### config.mk
export PLATFORM = sky130hd
export DESIGN_NAME = exu_mul_div_dispatch
export DESIGN_NICKNAME = d
export VERILOG_FILES = /design/src/rtl/mul_div_exu_pkg.sv /design/src/rtl/exu_rob.sv /design/src/rtl/exu_mul_div_dispatch.sv
export SDC_FILE = /design/constraint.sdc
export NUM_CORES = 1
export LEC_CHECK = 0
export ABC_AREA = 1
export CAP_MARGIN = 20
export CORE_ASPECT_RATIO = 0.75
export CORE_MARGIN = 2
export CORE_UTILIZATION = 50
export DETAILED_ROUTE_END_ITERATION = 16
export GPL_ROUTABILITY_DRIVEN = 0
export GPL_TIMING_DRIVEN = 1
export PLACE_DENSITY_LB_ADDON = 0.25
export SETUP_SLACK_MARGIN = 0.5
export SLEW_MARGIN = 20
export SYNTH_ARGS = -nofsm -noshare
export SYNTH_HDL_FRONTEND = slang
export SYNTH_SLANG_ARGS = --single-unit
export TNS_END_PERCENT = 1
### constraint.sdc
create_clock -name clk_i -period 4.2 [get_ports clk_i]
set_input_delay 0.84 -clock clk_i [delete_from_list [all_inputs] [get_ports clk_i]]
set_output_delay 0.84 -clock clk_i [all_outputs]
set_load 0.01 [all_outputs]
### src/rtl/mul_div_exu_pkg.sv
// Shared MUL/DIV EXU stream definitions: request/response payloads and opcodes.
// Field widths are fixed here so that the dispatcher and the EXU agree on the wire format.
package mul_div_exu_pkg;

  localparam int TRX_ID_W = 4;  // supports up to 16 reorder slots
  localparam int RD_TAG_W = 5;

  localparam logic [2:0] OP_MUL    = 3'd0;
  localparam logic [2:0] OP_MULH   = 3'd1;
  localparam logic [2:0] OP_MULHSU = 3'd2;
  localparam logic [2:0] OP_MULHU  = 3'd3;
  localparam logic [2:0] OP_DIV    = 3'd4;
  localparam logic [2:0] OP_DIVU   = 3'd5;
  localparam logic [2:0] OP_REM    = 3'd6;
  localparam logic [2:0] OP_REMU   = 3'd7;

  typedef struct packed {
    logic [TRX_ID_W-1:0] trx_id;
    logic [2:0]          exu_opcode;
    logic [31:0]         src0_data;
    logic [31:0]         src1_data;
    logic                rd0_req;
    logic [RD_TAG_W-1:0] rd0_tag;
  } req_struct;

  typedef struct packed {
    logic [TRX_ID_W-1:0] trx_id;
    logic                rd0_req;
    logic [RD_TAG_W-1:0] rd0_tag;
    logic [31:0]         rd0_wdata;
  } resp_struct;

endpackage

### src/rtl/exu_rob.sv
// Reorder buffer: slots are allocated in order, completed in any order,
// and retired strictly in allocation order from the head.
module exu_rob #(
  parameter int DEPTH = 4,
  parameter int TAG_W = 5,
  localparam int TRX_W = $clog2(DEPTH),
  localparam int CNT_W = TRX_W + 1
) (
  input  logic             clk,
  input  logic             rst,
  input  logic             alloc,
  input  logic             alloc_rd_req,
  input  logic [TAG_W-1:0] alloc_rd_tag,
  output logic [TRX_W-1:0] alloc_id,
  output logic             space,
  input  logic             complete,
  input  logic [TRX_W-1:0] complete_id,
  input  logic [31:0]      complete_wdata,
  output logic             complete_err,
  input  logic             retire,
  output logic             head_ready,
  output logic             head_rd_req,
  output logic [TAG_W-1:0] head_rd_tag,
  output logic [31:0]      head_wdata,
  output logic [CNT_W-1:0] count
);

  localparam logic [CNT_W-1:0] FULL_CNT = CNT_W'(DEPTH);

  logic [DEPTH-1:0] valid_q, done_q, rd_req_q;
  logic [TAG_W-1:0] rd_tag_q [DEPTH];
  logic [31:0]      wdata_q  [DEPTH];
  logic [TRX_W-1:0] wr_ptr_q, rd_ptr_q;
  logic [CNT_W-1:0] count_q;
  logic             alloc_fire, retire_fire, complete_fire;

  assign space         = (count_q != FULL_CNT);
  assign alloc_fire    = alloc && space;
  assign head_ready    = valid_q[rd_ptr_q] && done_q[rd_ptr_q];
  assign retire_fire   = retire && head_ready;
  assign complete_err  = complete && (!valid_q[complete_id] || done_q[complete_id]);
  assign complete_fire = complete && !complete_err;

  assign alloc_id    = wr_ptr_q;
  assign head_rd_req = rd_req_q[rd_ptr_q];
  assign head_rd_tag = rd_tag_q[rd_ptr_q];
  assign head_wdata  = wdata_q[rd_ptr_q];
  assign count       = count_q;

  // Alloc, completion and retire always address distinct slots when legal.
  always_ff @(posedge clk) begin
    if (rst) begin
      valid_q  <= '0;
      done_q   <= '0;
      wr_ptr_q <= '0;
      rd_ptr_q <= '0;
      count_q  <= '0;
    end else begin
      if (retire_fire) begin
        valid_q[rd_ptr_q] <= 1'b0;
        done_q[rd_ptr_q]  <= 1'b0;
        rd_ptr_q          <= rd_ptr_q + 1'b1;
      end
      if (alloc_fire) begin
        valid_q[wr_ptr_q] <= 1'b1;
        done_q[wr_ptr_q]  <= 1'b0;
        wr_ptr_q          <= wr_ptr_q + 1'b1;
      end
      if (complete_fire) done_q[complete_id] <= 1'b1;
      case ({alloc_fire, retire_fire})
        2'b10:   count_q <= count_q + 1'b1;
        2'b01:   count_q <= count_q - 1'b1;
        default: count_q <= count_q;
      endcase
    end
  end

  always_ff @(posedge clk) begin
    if (alloc_fire) begin
      rd_req_q[wr_ptr_q] <= alloc_rd_req;
      rd_tag_q[wr_ptr_q] <= alloc_rd_tag;
    end
    if (complete_fire) wdata_q[complete_id] <= complete_wdata;
  end

endmodule

### src/rtl/exu_mul_div_dispatch.sv
// MUL/DIV EXU initiator: tags commands with trx_id, drives the request stream
// and retires out-of-order responses to writeback in issue order.
module exu_mul_div_dispatch
  import mul_div_exu_pkg::*;
#(
  parameter int DEPTH = 4,
  parameter int TAG_W = 5
) (
  input  logic             clk_i,
  input  logic             rst_i,
  input  logic             cmd_req_i,
  output logic             cmd_ack_o,
  input  logic [2:0]       cmd_opcode_i,
  input  logic [31:0]      cmd_src0_i,
  input  logic [31:0]      cmd_src1_i,
  input  logic             cmd_rd_req_i,
  input  logic [TAG_W-1:0] cmd_rd_tag_i,
  output logic             stream_req_bus_genfifo_req_o,
  output req_struct        stream_req_bus_genfifo_wdata_bo,
  input  logic             stream_req_bus_genfifo_ack_i,
  input  logic             stream_resp_bus_genfifo_req_i,
  input  resp_struct       stream_resp_bus_genfifo_rdata_bi,
  output logic             stream_resp_bus_genfifo_ack_o,
  output logic             wb_req_o,
  output logic             wb_rd_req_o,
  output logic [TAG_W-1:0] wb_rd_tag_o,
  output logic [31:0]      wb_wdata_o,
  input  logic             wb_ack_i,
  output logic             busy_o,
  output logic             err_o
);

  localparam int TRX_W = $clog2(DEPTH);

  logic             req_vld_q;
  req_struct        req_data_q;
  logic             err_q;
  logic             rob_space, rob_err, accept, resp_id_ok;
  logic [TRX_W-1:0] alloc_id;
  logic [TRX_W:0]   rob_count;
  logic             unused_resp_fields;

  assign cmd_ack_o = rob_space && (!req_vld_q || stream_req_bus_genfifo_ack_i);
  assign accept    = cmd_req_i && cmd_ack_o;

  // A trx_id outside the slot range can never name a pending slot.
  assign resp_id_ok = (32'(stream_resp_bus_genfifo_rdata_bi.trx_id) < DEPTH);
  assign unused_resp_fields = ^{stream_resp_bus_genfifo_rdata_bi.rd0_req,
                                stream_resp_bus_genfifo_rdata_bi.rd0_tag};

  exu_rob #(.DEPTH(DEPTH), .TAG_W(TAG_W)) u_rob (
    .clk            (clk_i),
    .rst            (rst_i),
    .alloc          (accept),
    .alloc_rd_req   (cmd_rd_req_i),
    .alloc_rd_tag   (cmd_rd_tag_i),
    .alloc_id       (alloc_id),
    .space          (rob_space),
    .complete       (stream_resp_bus_genfifo_req_i && resp_id_ok),
    .complete_id    (stream_resp_bus_genfifo_rdata_bi.trx_id[TRX_W-1:0]),
    .complete_wdata (stream_resp_bus_genfifo_rdata_bi.rd0_wdata),
    .complete_err   (rob_err),
    .retire         (wb_ack_i),
    .head_ready     (wb_req_o),
    .head_rd_req    (wb_rd_req_o),
    .head_rd_tag    (wb_rd_tag_o),
    .head_wdata     (wb_wdata_o),
    .count          (rob_count)
  );

  always_ff @(posedge clk_i) begin
    if (rst_i) begin
      req_vld_q <= 1'b0;
      err_q     <= 1'b0;
    end else begin
      if (accept)                            req_vld_q <= 1'b1;
      else if (stream_req_bus_genfifo_ack_i) req_vld_q <= 1'b0;
      if (stream_resp_bus_genfifo_req_i && (!resp_id_ok || rob_err)) err_q <= 1'b1;
    end
  end

  always_ff @(posedge clk_i) begin
    if (accept) begin
      req_data_q.trx_id     <= TRX_ID_W'(alloc_id);
      req_data_q.exu_opcode <= cmd_opcode_i;
      req_data_q.src0_data  <= cmd_src0_i;
      req_data_q.src1_data  <= cmd_src1_i;
      req_data_q.rd0_req    <= cmd_rd_req_i;
      req_data_q.rd0_tag    <= RD_TAG_W'(cmd_rd_tag_i);
    end
  end

  assign stream_req_bus_genfifo_req_o    = req_vld_q;
  assign stream_req_bus_genfifo_wdata_bo = req_data_q;
  assign stream_resp_bus_genfifo_ack_o   = 1'b1;
  assign busy_o = (rob_count != '0) || req_vld_q;
  assign err_o  = err_q;

endmodule

==> results of run 1 <==
[where the power goes]
| group | switching, mW | internal (mW) |
|---|---|---|
| combinational | 0.156 | 0.207 |
| clock | 0.835 | 1.27 |
| sequential | 0.0270 | 2.76 |
| total | 1.02 | 4.24 |
[logic make-up after synthesis]
family,after synthesis,synth area share [%]
buf+inv,59,3.10
simple gates,143,7.20
compound gates,141,8.49
fa+ha+maj,10,1.47
flops,246,79.7
other cells,2,0.0831
[synthesized netlist by cell type (all sizes together)]
master / instances / area, µm²
fa: 1 / 20.0
and2: 1 / 8.76
buf: 14 / 111
a21oi: 19 / 95.1
nand4: 12 / 75.1
nor2: 87 / 337
or2: 1 / 6.26
nand2: 33 / 139
o21a: 1 / 7.51
ha: 9 / 113
inv: 31 / 116
edfxtp: 227 / 6820
o21ai: 82 / 414
dfxtp: 19 / 380
o211ai: 1 / 12.5
o22ai: 38 / 238
conb: 2 / 7.51
clkbuf: 14 / 52.6
nand3: 9 / 85.1
[final cells by class]
class                           count  area share (%)
Timing Repair Buffer              241            19.4
Multi-Input combinational cell    297            12.6
Inverter                           31           0.941
Clock inverter                      8           0.718
Tap cell                          242            2.45
Sequential cell                   246            58.2
Clock buffer                       34            5.65
[tightest hold or removal path, stage by stage, from the launching register on]
cell	delay [ns]
dfxtp_1	0.33
a21oi_1	0.04
nor2_1	0.08
[metrics by stage]
step	setup WS [ns]	area [µm²]	cells	hold slack (ns)	utilization (%)
floorplan	1.06	9040	602	0.443	-
global placement	1.12	11600	1057	0.459	65.6
detailed placement	1.11	11600	1057	0.457	65.6
CTS	0.683	12400	1099	0.482	70.1
global route	0.528	12400	1099	0.516	70.1
finish	0.691	12400	1099	0.481	70.1
[final timing paths]
kind                     start              to  slack, ns
min reg2reg              err_o           err_o       0.48
max                  flip-flop   wb_wdata_o[5]       0.69
min                      err_o           err_o       0.48
max reg2reg  u_rob.rd_ptr_q[0]  u_rob.count[2]       1.81
[layer usage]
metal | GRT usage [%] | share of wire [%]
met1 | 27.1 | 40
met2 | 38.8 | 52
met3 | 3.74 | 5.4
met4 | 5.45 | 2.0
met5 | 0 | 0
[flip-flops by register name, summed over array words and instances (netlist names), named ones only]
| name | cells |
|---|---|
| err_o | 1 |
| stream_req_bus_genfifo_req_o | 1 |
| stream_req_bus_genfifo_wdata_bo | 75 |
| u_rob.alloc_id | 2 |
| u_rob.count | 3 |
| u_rob.done_q | 4 |
| u_rob.rd_ptr_q | 2 |
| u_rob.rd_req_q | 4 |
| u_rob.rd_tag_q | 20 |
| u_rob.valid_q | 4 |
| u_rob.wdata_q | 128 |
==> run summary, run 1 <==
CTS Root Cell = clkbuf_16
most frequent cells in the layout = clkdlybuf4s50_1 (232), edfxtp_1 (227), nor2_1 (85)
WP depth = 5
crit-path max FO = 50
vias per inst = 5.32
Max Slew Vio Count = 0
nets = 972
drt first pass iters = 5
full die area = 19200 µm²
CP max stage delay = 0.60 ns
Die X = 159 µm
synth warn = 0
Least-Margin Pin Slew = 0.705 ns
first-pass GRT wire length = 32200 µm
Sinks on Clock Net = 246
Max VDD drop = 0.348 mV
mapped cell area = 9030 µm²
Clk Latency, worst-skew pair = 0.50 ns
outcome = completed
Max Cap Viol = 0
Hold Violations, Final = 0
grt total ovfl = 0
CTS Buffer Depth = 3
Tmin final = 3.51 ns
FF+latch count, synth = 246
initial core utilization = 51.2%
CTS tree = built
Netlist cell types = 30
Wirelength per Cell = 19.0 µm
# rows = 42
Critical Path, Cell by Cell = inv_2 -> buf_4 -> o21ai_0 -> o22ai_1 -> clkdlybuf4s50_1
Syn Inst Count = 601
Min-Delay Path Depth = 2
Detailed Route WL = 20900 µm
DR DRC count = 0
CP max stage cell = clkdlybuf4s50_1
most common cell after layout, fill and taps aside = clkdlybuf4s50_1
DR vias = 5847
CTS Hold Buffers Added = 0
GR Util All Layers = 21.5%
max frequency = 285 MHz
RSZ-0062 raised after global routing = no
Power Total = 5.26 mW
Final Cycle Share = 83.6%
Routed Antenna Nets = 0
post-synthesis sequential area ratio = 79.7%
die height = 120 µm
CP required = 3.36 ns
Initial DRC Count = 480
largest net degree at the start of global routing = 76
max_slew headroom = 53.0%
nature of the critical path startpoint = flip-flop
critical path class = reg -> out
initial antenna violation count = 0
Critical Path AT = 2.67 ns
setup tns final = 0 ns
Final Setup Violations = 0
cells on worst reg2reg path = 11
register area = 7200 µm²
Synth Area per Inst = 15.0 µm²
Buf/Inv on CP = 3
CTS H-tree lvls = 1
I/O pin count = 242
Setup Buffers After CTS = 0
multi-input logic area = 1560 µm²
area of the core = 17700 µm²
Area Overhead vs Synth = 36.9%
number of global-route vias before repair = 6069
total CTS buffers = 24
CP delay by family, top = buffers and inverters
Post-CTS Resized = 0
Leakage = 4.37 nW
Port Buffers = 232
Antenna Cells = 0
layout cell share with drive strength beyond 1 = 7.58%
Worst Skew = 0.00759 ns
Post-DP HPWL = 13600 µm
pwr/cell area = 425 nW/µm²
# fillers = 1185
clock-pin slew on the worst setup and hold paths = 0.06 ns
crit end category = output pin
worst min path class = reg -> reg
Power figures use the tool's default switching activity.
==> run 2, diff against run 1 <==
--- a/config.mk
+++ b/config.mk
@@ -9,7 +9,7 @@
 export CAP_MARGIN = 20
 export CORE_ASPECT_RATIO = 0.75
 export CORE_MARGIN = 2
-export CORE_UTILIZATION = 50
+export CORE_UTILIZATION = 48
 export DETAILED_ROUTE_END_ITERATION = 16
 export GPL_ROUTABILITY_DRIVEN = 0
 export GPL_TIMING_DRIVEN = 1
==> constraint.sdc (replaced) <==
create_clock -name clk_i -period 3.3 [get_ports clk_i]
set_input_delay 0.66 -clock clk_i [delete_from_list [all_inputs] [get_ports clk_i]]
set_output_delay 0.66 -clock clk_i [all_outputs]
set_load 0.01 [all_outputs]
==> run 2 against run 1 <==
Compared with the run above: setup slack got worse by 0.35 ns; via count fell by 0.15%; global-route usage fell by 0.79 points; routed wire length fell by 0.49%; combinational power rose by 28%; non-clock buffer count rose by 3; largest cell class unchanged; critical path type unchanged; first-iteration DRC count rose by 10%; die area rose by 4.0%; sequential share of layout area rose by 0.12 points; clock power rose by 14%; critical path depth fell by 1.
==> run summary, run 2 (synthesized netlist as in run 1, its figures left out) <==
outcome = completed
Final Cycle Share = 89.8%
Wirelength per Cell = 18.8 µm (-1.0%)
Initial DRC Count = 530 (+10%)
most frequent cells in the layout = clkdlybuf4s50_1 (230), edfxtp_1 (227), nor2_1 (85)
Routed Antenna Nets = 0 (unchanged)
total CTS buffers = 24 (unchanged)
met3 WL = 1740 µm (+53%)
Critical Path AT = 2.30 ns (-0.37 ns)
pwr/cell area = 520 nW/µm² (+22%)
met2 WL = 10400 µm (-4.6%)
top routing layer in use = met4
Antenna Cells = 0 (unchanged)
vias per inst = 5.28 (-0.70%)
Post-DP HPWL = 13900 µm (+2.4%)
Top reg by flops = u_rob.wdata_q
Min-Delay Path Depth = 2 (unchanged)
nets = 975 (+0.31%)
crit-path max FO = 74 (+48%)
setup tns final = 0 ns (unchanged)
Final Setup Violations = 0 (unchanged)
first-pass GRT wire length = 31400 µm (-2.3%)
Port Buffers = 232 (unchanged)
clock-pin slew on the worst setup and hold paths = 0.06 ns (about the same)
drt first pass iters = 5 (unchanged)
number of global-route vias before repair = 5886 (-3.0%)
RSZ-0062 raised after global routing = yes
Max Slew Vio Count = 0 (unchanged)
Tmin final = 2.96 ns
Worst Skew = 0.00561 ns (-0.00199 ns)
Power Total = 6.42 mW (+22%)
Clk Latency, worst-skew pair = 0.50 ns (about the same)
CTS Root Cell = clkbuf_16
area of the core = 18500 µm² (+4.5%)
crit end category = output pin
wl on met1 = 8210 µm (-2.9%)
Detailed Route WL = 20800 µm (-0.49%)
Max Cap Viol = 0 (unchanged)
placed cells = 1065 (+0.76%)
cells on worst reg2reg path = 11 (unchanged)
flop-to-flop setup slack = 0.97 ns (-0.84 ns)
final instance area = 12300 µm² (-0.21%)
CTS H-tree lvls = 1 (unchanged)
WHS Endpoint = err_o
most common cell after layout, fill and taps aside = clkdlybuf4s50_1
CTS tree = built
Max VDD drop = 0.424 mV (+22%)
# rows = 43 (+2.4%)
full die area = 19900 µm² (+4.0%)
CTS Buffer Depth = 3 (unchanged)
max frequency = 337 MHz
Reg2Reg Launch Point = u_rob.rd_ptr_q[0]
placed cell areas = 11600 µm² (+0.50%)
CP required = 2.64 ns (-0.72 ns)
Sinks on Clock Net = 246 (unchanged)
die height = 123 µm (+2.0%)
DR DRC count = 0 (unchanged)
DR vias = 5838 (-0.15%)
nature of the critical path startpoint = flip-flop
Die X = 162 µm (+2.0%)
critical path class = reg -> out
Leakage = 4.36 nW (-0.28%)
max reg flops = 128 (unchanged)
max_slew headroom = 65.3% (+12 points)
GR Util All Layers = 20.7% (-0.79 points)
worst r2r dst = u_rob.count[2]
Area Overhead vs Synth = 36.6%
Hold Violations, Final = 0 (unchanged)
largest net degree at the start of global routing = 75 (-1.3%)
initial core utilization = 49.0% (-2.2 points)
Hold Path Origin = err_o
Finished Layout Cells = 1105 (+0.55%)
initial antenna violation count = 0 (unchanged)
layout cell share with drive strength beyond 1 = 7.23% (-0.36 points)
grt total ovfl = 0 (unchanged)
worst min path class = reg -> reg
I/O pin count = 242 (unchanged)
Least-Margin Pin Slew = 0.521 ns (-0.184 ns)
-- run 2: cell count changes in the layout (fill, tap and decap cells not counted), sizes merged --
cell           change
clkinv             +4
inv                -1
dlygate4sd2        +1
clkbuf             -3
buf                +3
clkdlybuf4s50      -2
dlymetal6s2s       +1
bufinv             -2
-- run 2: worst max-delay path, stage by stage (launching register included) --
cell	delay, ns
dfxtp_2	0.37
buf_8	0.37
o21ai_0	0.16
o22ai_1	0.30
clkdlybuf4s50_1	0.60
-- run 2: cell type report --
| class | instances | area [µm²] |
|---|---|---|
| fillers | 1316 | 6110 |
| multi-input cells | 297 | 1560 |
| clock buffers | 31 | 648 |
| well taps | 247 | 309 |
| inverters | 31 | 123 |
| flip-flops and latches | 246 | 7200 |
| repair buffers | 244 | 2470 |
| clock inverters | 9 | 37.5 |
-- run 2: power breakdown --
part	internal (mW)	switching [mW]	leakage, nW
sequential	3.51	0.0328	2.25
combinational	0.263	0.201	1.77
clock	1.37	1.04	0.336
-- run 2: how the worst max path moves through the flow --
stage / startpoint / end / slack, ns
after floorplan: stream_req_bus_genfifo_ack_i / stream_req_bus_genfifo_wdata_bo[0] / 0.74
after global placement: stream_req_bus_genfifo_ack_i / u_rob.count[2] / 0.58
after detailed placement: stream_req_bus_genfifo_ack_i / u_rob.count[2] / 0.49
after CTS: flip-flop / wb_wdata_o[22] / 0.32
after global routing: flip-flop / wb_wdata_o[4] / 0.23
final: flip-flop / wb_wdata_o[4] / 0.34
-- run 2: timing repair --
| item | CTS | global route |
|---|---|---|
| setup buffers | 0 | 0 |
| hold buffers | 0 | 0 |
| resized for setup | 6 | 1 |
| endpoints found under the setup margin | 37 | 37 |
-- run 2: per-stage QoR --
step / util (%) / hold slack (ns) / setup WS (ns)
floorplan: - / 0.443 / 0.743
global placement: 63.1 / 0.449 / 0.578
detailed placement: 63.1 / 0.480 / 0.487
CTS: 66.9 / 0.489 / 0.316
global route: 66.9 / 0.519 / 0.231
finish: 66.9 / 0.484 / 0.337
-- run 2: layer usage --
metal  global-route usage [%]  up-vias
met5                        0        -
met4                     5.59        0
met3                     5.91       28
met2                     36.3      252
met1                     25.3     2855
li1                         -     2703
==> run 3, diff against run 2 <==
--- a/config.mk
+++ b/config.mk
@@ -12,7 +12,7 @@
 export CORE_UTILIZATION = 48
 export DETAILED_ROUTE_END_ITERATION = 16
 export GPL_ROUTABILITY_DRIVEN = 0
-export GPL_TIMING_DRIVEN = 1
+export GPL_TIMING_DRIVEN = 0
 export PLACE_DENSITY_LB_ADDON = 0.25
 export SETUP_SLACK_MARGIN = 0.5
 export SLEW_MARGIN = 20
==> run 3 against run 2 <==
Compared with the run above: maximum frequency down 0.46%; setup slack worse by 0.014 ns; highest routed layer unchanged; sequential share of layout area down 1.7 points; non-clock buffer count up 21; first-iteration DRC count down 20%; design area up 3.0%; clock-buffer cell count down 1; routed wire length up 5.2%; sequential power about the same.
==> run summary, run 3 (synthesized netlist as in run 1, its figures left out) <==
I/O pin count = 242 (unchanged)
max frequency = 336 MHz (-0.46%)
most frequent cells in the layout = clkdlybuf4s50_1 (229), edfxtp_1 (227), nor2_1 (85)
max_slew headroom = 64.5% (-0.75 points)
Final Cycle Share = 90.2% (+0.41 points)
CTS Root Cell = clkbuf_16
initial core utilization = 49.0% (unchanged)
CP required = 2.64 ns (about the same)
Die X = 162 µm (unchanged)
number of global-route vias before repair = 5942 (+0.95%)
layout cell share with drive strength beyond 1 = 10.7% (+3.5 points)
Wirelength per Cell = 19.3 µm (+2.7%)
Critical Path, Cell by Cell = buf_4 -> clkbuf_2 -> o21ai_0 -> o22ai_1 -> clkdlybuf4s50_1
critical path class = reg -> out
Hold Violations, Final = 0 (unchanged)
Worst Skew = 0.0225 ns (+0.0169 ns)
Sinks on Clock Net = 246 (unchanged)
Final Setup Violations = 0 (unchanged)
Hold Path Origin = u_rob.valid_q[3]
register area = 7200 µm² (about the same)
Area Overhead vs Synth = 40.7%
Leakage = 4.53 nW (+4.0%)
full die area = 19900 µm² (unchanged)
initial antenna violation count = 0 (unchanged)
largest net degree at the start of global routing = 40 (-47%)
Routed Antenna Nets = 0 (unchanged)
# rows = 43 (unchanged)
Detailed Route WL = 21900 µm (+5.2%)
# fillers = 1280 (-2.7%)
grt total ovfl = 0 (unchanged)
Critical Path AT = 2.32 ns (+0.02 ns)
die height = 123 µm (unchanged)
Setup Buffers After CTS = 0 (unchanged)
Power Total = 7.02 mW (+9.3%)
multi-input logic area = 1570 µm² (+0.40%)
area of the core = 18500 µm² (unchanged)
total CTS buffers = 25 (+4.2%)
crit end category = output pin
crit-path max FO = 10 (-86%)
CTS Buffer Depth = 3 (unchanged)
fin util = 68.9% (+2.0 points)
Max Cap Viol = 0 (unchanged)
CTS tree = built
DR DRC count = 0 (unchanged)
CP max stage delay = 0.58 ns (-0.02 ns)
Reg2Reg Launch Point = u_rob.rd_ptr_q[0]
Port Buffers = 231 (-0.43%)
max reg flops = 128 (unchanged)
pwr/cell area = 552 nW/µm² (+6.1%)
Clk Latency, worst-skew pair = 0.52 ns (+0.02 ns)
Tmin final = 2.98 ns (+0.0136 ns)
DR vias = 5988 (+2.6%)
RSZ-0062 raised after global routing = yes
vias per inst = 5.29 (+0.12%)
Post-DP HPWL = 14900 µm (+6.9%)
CP max stage cell = clkdlybuf4s50_1
outcome = completed
GR Util All Layers = 21.3% (+0.65 points)
nets = 997 (+2.3%)
Least-Margin Pin Slew = 0.531 ns (+0.0101 ns)
clock-pin slew on the worst setup and hold paths = 0.06 ns (about the same)
CTS H-tree lvls = 1 (unchanged)
Top reg by flops = u_rob.wdata_q
drt first pass iters = 7 (+2)
nature of the critical path startpoint = flip-flop
Initial DRC Count = 424 (-20%)
first-pass GRT wire length = 32000 µm (+1.7%)
Max VDD drop = 0.364 mV (-14%)
Max Slew Vio Count = 0 (unchanged)
worst min path class = reg -> reg
Antenna Cells = 0 (unchanged)
most common cell after layout, fill and taps aside = clkdlybuf4s50_1
run 3: cell count changes in the layout (fill, tap and decap cells not counted), moves of 4 or more:
cell / change
inv_2: +5
clkbuf_2: +11
inv_1: -4
bufinv_16: +6
run 3: what timing repair did:
item / in CTS / in global routing
gates resized for setup: 12 / 3
setup endpoints to repair: 37 / 37
hold buffers: 0 / 0
run 3: area by class of cell:
cell class | count | share of cell area, %
inverters | 31 | 0.945
plain buffers | 28 | 1.42
flip-flops and latches | 246 | 56.6
well taps | 247 | 2.43
multi-input cells | 297 | 12.3
repair buffers | 237 | 19.3
clock buffers | 30 | 5.07
clock inverters | 16 | 1.90
run 3: metal layers:
metal,vias to the layer above,wire [µm],global-route usage [%]
met4,0,454,6.25
li1,2754,-,-
met5,-,0,0
met2,294,11100,37.7
met3,39,2030,6.18
met1,2901,8310,25.6
run 3: per-stage QoR:
step / setup slack (ns) / area, µm² / std cells / setup TNS (ns) / hold slack [ns]
after floorplan: 0.743 / 9040 / 602 / 0 / 0.443
after global placement: -0.176 / 11700 / 1080 / -12.68 / 0.456
after detailed placement: 0.453 / 11800 / 1086 / 0 / 0.471
after CTS: 0.266 / 12700 / 1132 / 0 / 0.492
after global routing: 0.219 / 12700 / 1132 / 0 / 0.525
final: 0.323 / 12700 / 1132 / 0 / 0.499
run 3: path summary, 6_finish.rpt:
path | endpoint | slack (ns) | depth (start not counted)
min reg2reg | u_rob.valid_q[3] | 0.50 | 2
min | u_rob.valid_q[3] | 0.50 | 2
max reg2reg | u_rob.count[2] | 1.00 | 11
max | wb_wdata_o[22] | 0.32 | 5
run 3: worst max-delay path, delay by kind of cell (launching register included):
kind            cells  cell delay, ns
buf+inv             3            1.06
compound gates      2            0.36
flops               1            0.38
run 3: power by group:
part           leakage [nW]  internal, mW  switching (mW)
logic                  1.86         0.271           0.205
clock network         0.420          1.87            1.13
registers              2.25          3.51          0.0332
==> variant (settings of run 2) <==
`DEPTH` is set to 4 in 2 places; all go to 2.
--- a/src/rtl/exu_rob.sv
+++ b/src/rtl/exu_rob.sv
@@ -2,5 +2,5 @@
 // and retired strictly in allocation order from the head.
 module exu_rob #(
-  parameter int DEPTH = 4,
+  parameter int DEPTH = 2,
   parameter int TAG_W = 5,
   localparam int TRX_W = $clog2(DEPTH),
--- a/src/rtl/exu_mul_div_dispatch.sv
+++ b/src/rtl/exu_mul_div_dispatch.sv
@@ -4,5 +4,5 @@
   import mul_div_exu_pkg::*;
 #(
-  parameter int DEPTH = 4,
+  parameter int DEPTH = 2,
   parameter int TAG_W = 5
 ) (
Function: changed (Yosys sat finds a counterexample within 4 cycles, from zero or initial values and one cycle with rst_i high).
==> variant against run 2 <==
Worst setup slack improved by 0.27 ns; sequential power is 34% lower; clock power shrank 26%; first-iteration DRC count down 67%; wire length fell by 37%; non-clock buffer count decreased by 7; synthesized area is 37% lower; die area fell by 36%; power fell by 29%; sequential cell count fell by 85; combinational power shrank 5.2%; design area fell by 29%.
==> variant: results (changes against run 2) <==
R2r worst-path depth -> 6 (-5)
Share of cells above drive strength 1 -> 0.151 (+0.0785)
Clock latency on the worst-skew pair -> 0.41 ns (-0.09 ns)
Via count -> 3339 (-43%)
Routed wl met3 -> 1.18 mm (-32%)
Routed wire per std cell -> 18.4 µm (-2.1%)
Max IR drop VDD -> 447 µV (+5.5%)
Commonest cells in the netlist -> edfxtp_1, mux2_4, nand2_1, inv_1, dfxtp_1
Clock Skews -> 0.00842 ns (+0.00282 ns)
Distinct cells, synth -> 24 (-20%)
Worst path arrival time -> 2.03 ns (-0.27 ns)
Placement Setup Slack -> 0.676 ns (+0.189 ns)
Reg-to-Reg End -> stream_req_bus_genfifo_wdata_bo[33]
Outcome -> completed
Port Buffers -> 231 (-0.43%)
Total track usage -> 0.208 (+0.00165)
Cell-internal power -> 0.00357 W (-31%)
Met2 wire length -> 6.67 mm (-36%)
CTS Buf Count -> 17 (-29%)
Largest register FFs -> 74 (-42%)
H-tree depth -> 4 (+3)
Crit path max fanout -> 32 (-57%)
Vias in the first global route -> 3592 (-39%)
Max transition margin -> 0.606 (-0.0468)
Met1 WL -> 4.90 mm (-40%)
Reg2reg setup slack -> 1.43 ns (+0.46 ns)
Nets -> 653 (-33%)
Number of synthesized flops with an enable pin -> 150 (-34%)
Largest net degree at the start of global routing -> 33 (-56%)
Resize count post-CTS -> 0 (-6)
Worst setup endpoint -> wb_wdata_o[29]
Leakage -> 3.14 nW (-28%)
==> variant: changes by cell type in the layout (fill, tap and decap cells not counted), moves of 23 or more <==
cell      delta
nor2_1      -78
edfxtp_1    -77
o22ai_1     -38
o21ai_0     -54
o21ai_1     -23
mux2_4      +30
==> variant: kinds of logic (layout without fill, tap and decap cells) <==
kind of cell / after synthesis / after routing / synth area share
simple gates: 38 / 38 / 0.0292
mux: 37 / 37 / 0.0929
buf+inv: 29 / 289 / 0.0318
other cells: 2 / 4 / 0.00132
fa+ha+maj: 1 / 1 / 0.00220
flops: 161 / 161 / 0.829
compound gates: 14 / 14 / 0.0134
==> variant: worst min-delay path by stage <==
stage	startpoint	to	slack, ns
3_5_place_dp	err_o	err_o	0.44
5_1_grt	err_o	err_o	0.49
6_report	err_o	err_o	0.45
3_3_place_gp	err_o	err_o	0.44
2_1_floorplan	u_rob.valid_q[1]	u_rob.valid_q[1]	0.45
4_1_cts	err_o	err_o	0.45
==> variant: final cells by class <==
class	instances	area (µm²)
Clock inverter	14	106
Multi-Input combinational cell	94	805
Sequential cell	161	4730
Inverter	20	78.8
Timing Repair Buffer	237	2410
Clock buffer	18	429
Tap cell	162	203
Fill cell	723	2820
==> variant: stage by stage <==
stage / std cells / instance area, µm²
CTS: 706 / 8750
finish: 706 / 8750
global placement: 674 / 8220
floorplan: 284 / 5710
detailed placement: 674 / 8220
global route: 706 / 8750
==> variant: power groups by stage <==
stage | Combinational [W] | Sequential (W) | Clock (W)
3_3_place_gp | 0.000431 | 0.00240 | 0
3_5_place_dp | 0.000440 | 0.00241 | 0
5_1_grt | 0.000466 | 0.00237 | 0.00189
6_report | 0.000440 | 0.00236 | 0.00178
2_1_floorplan | 0.0000741 | 0.00244 | 0
4_1_cts | 0.000444 | 0.00236 | 0.00181
==> variant: per-layer routing <==
metal  global-route usage  vias up
li1                     -     1541
met1                0.233     1624
met2                0.352      152
met3               0.0844       22
met4               0.0885        0
met5                    0        -
==> variant: worst register-to-register path, stage by stage (launching register included) <==
cell and delay, ns:
dfxtp_1 0.36, nand2_1 0.11, nand2_1 0.10, inv_2 0.06, nand2_2 0.11, clkinvlp_4 0.50, buf_12 0.38
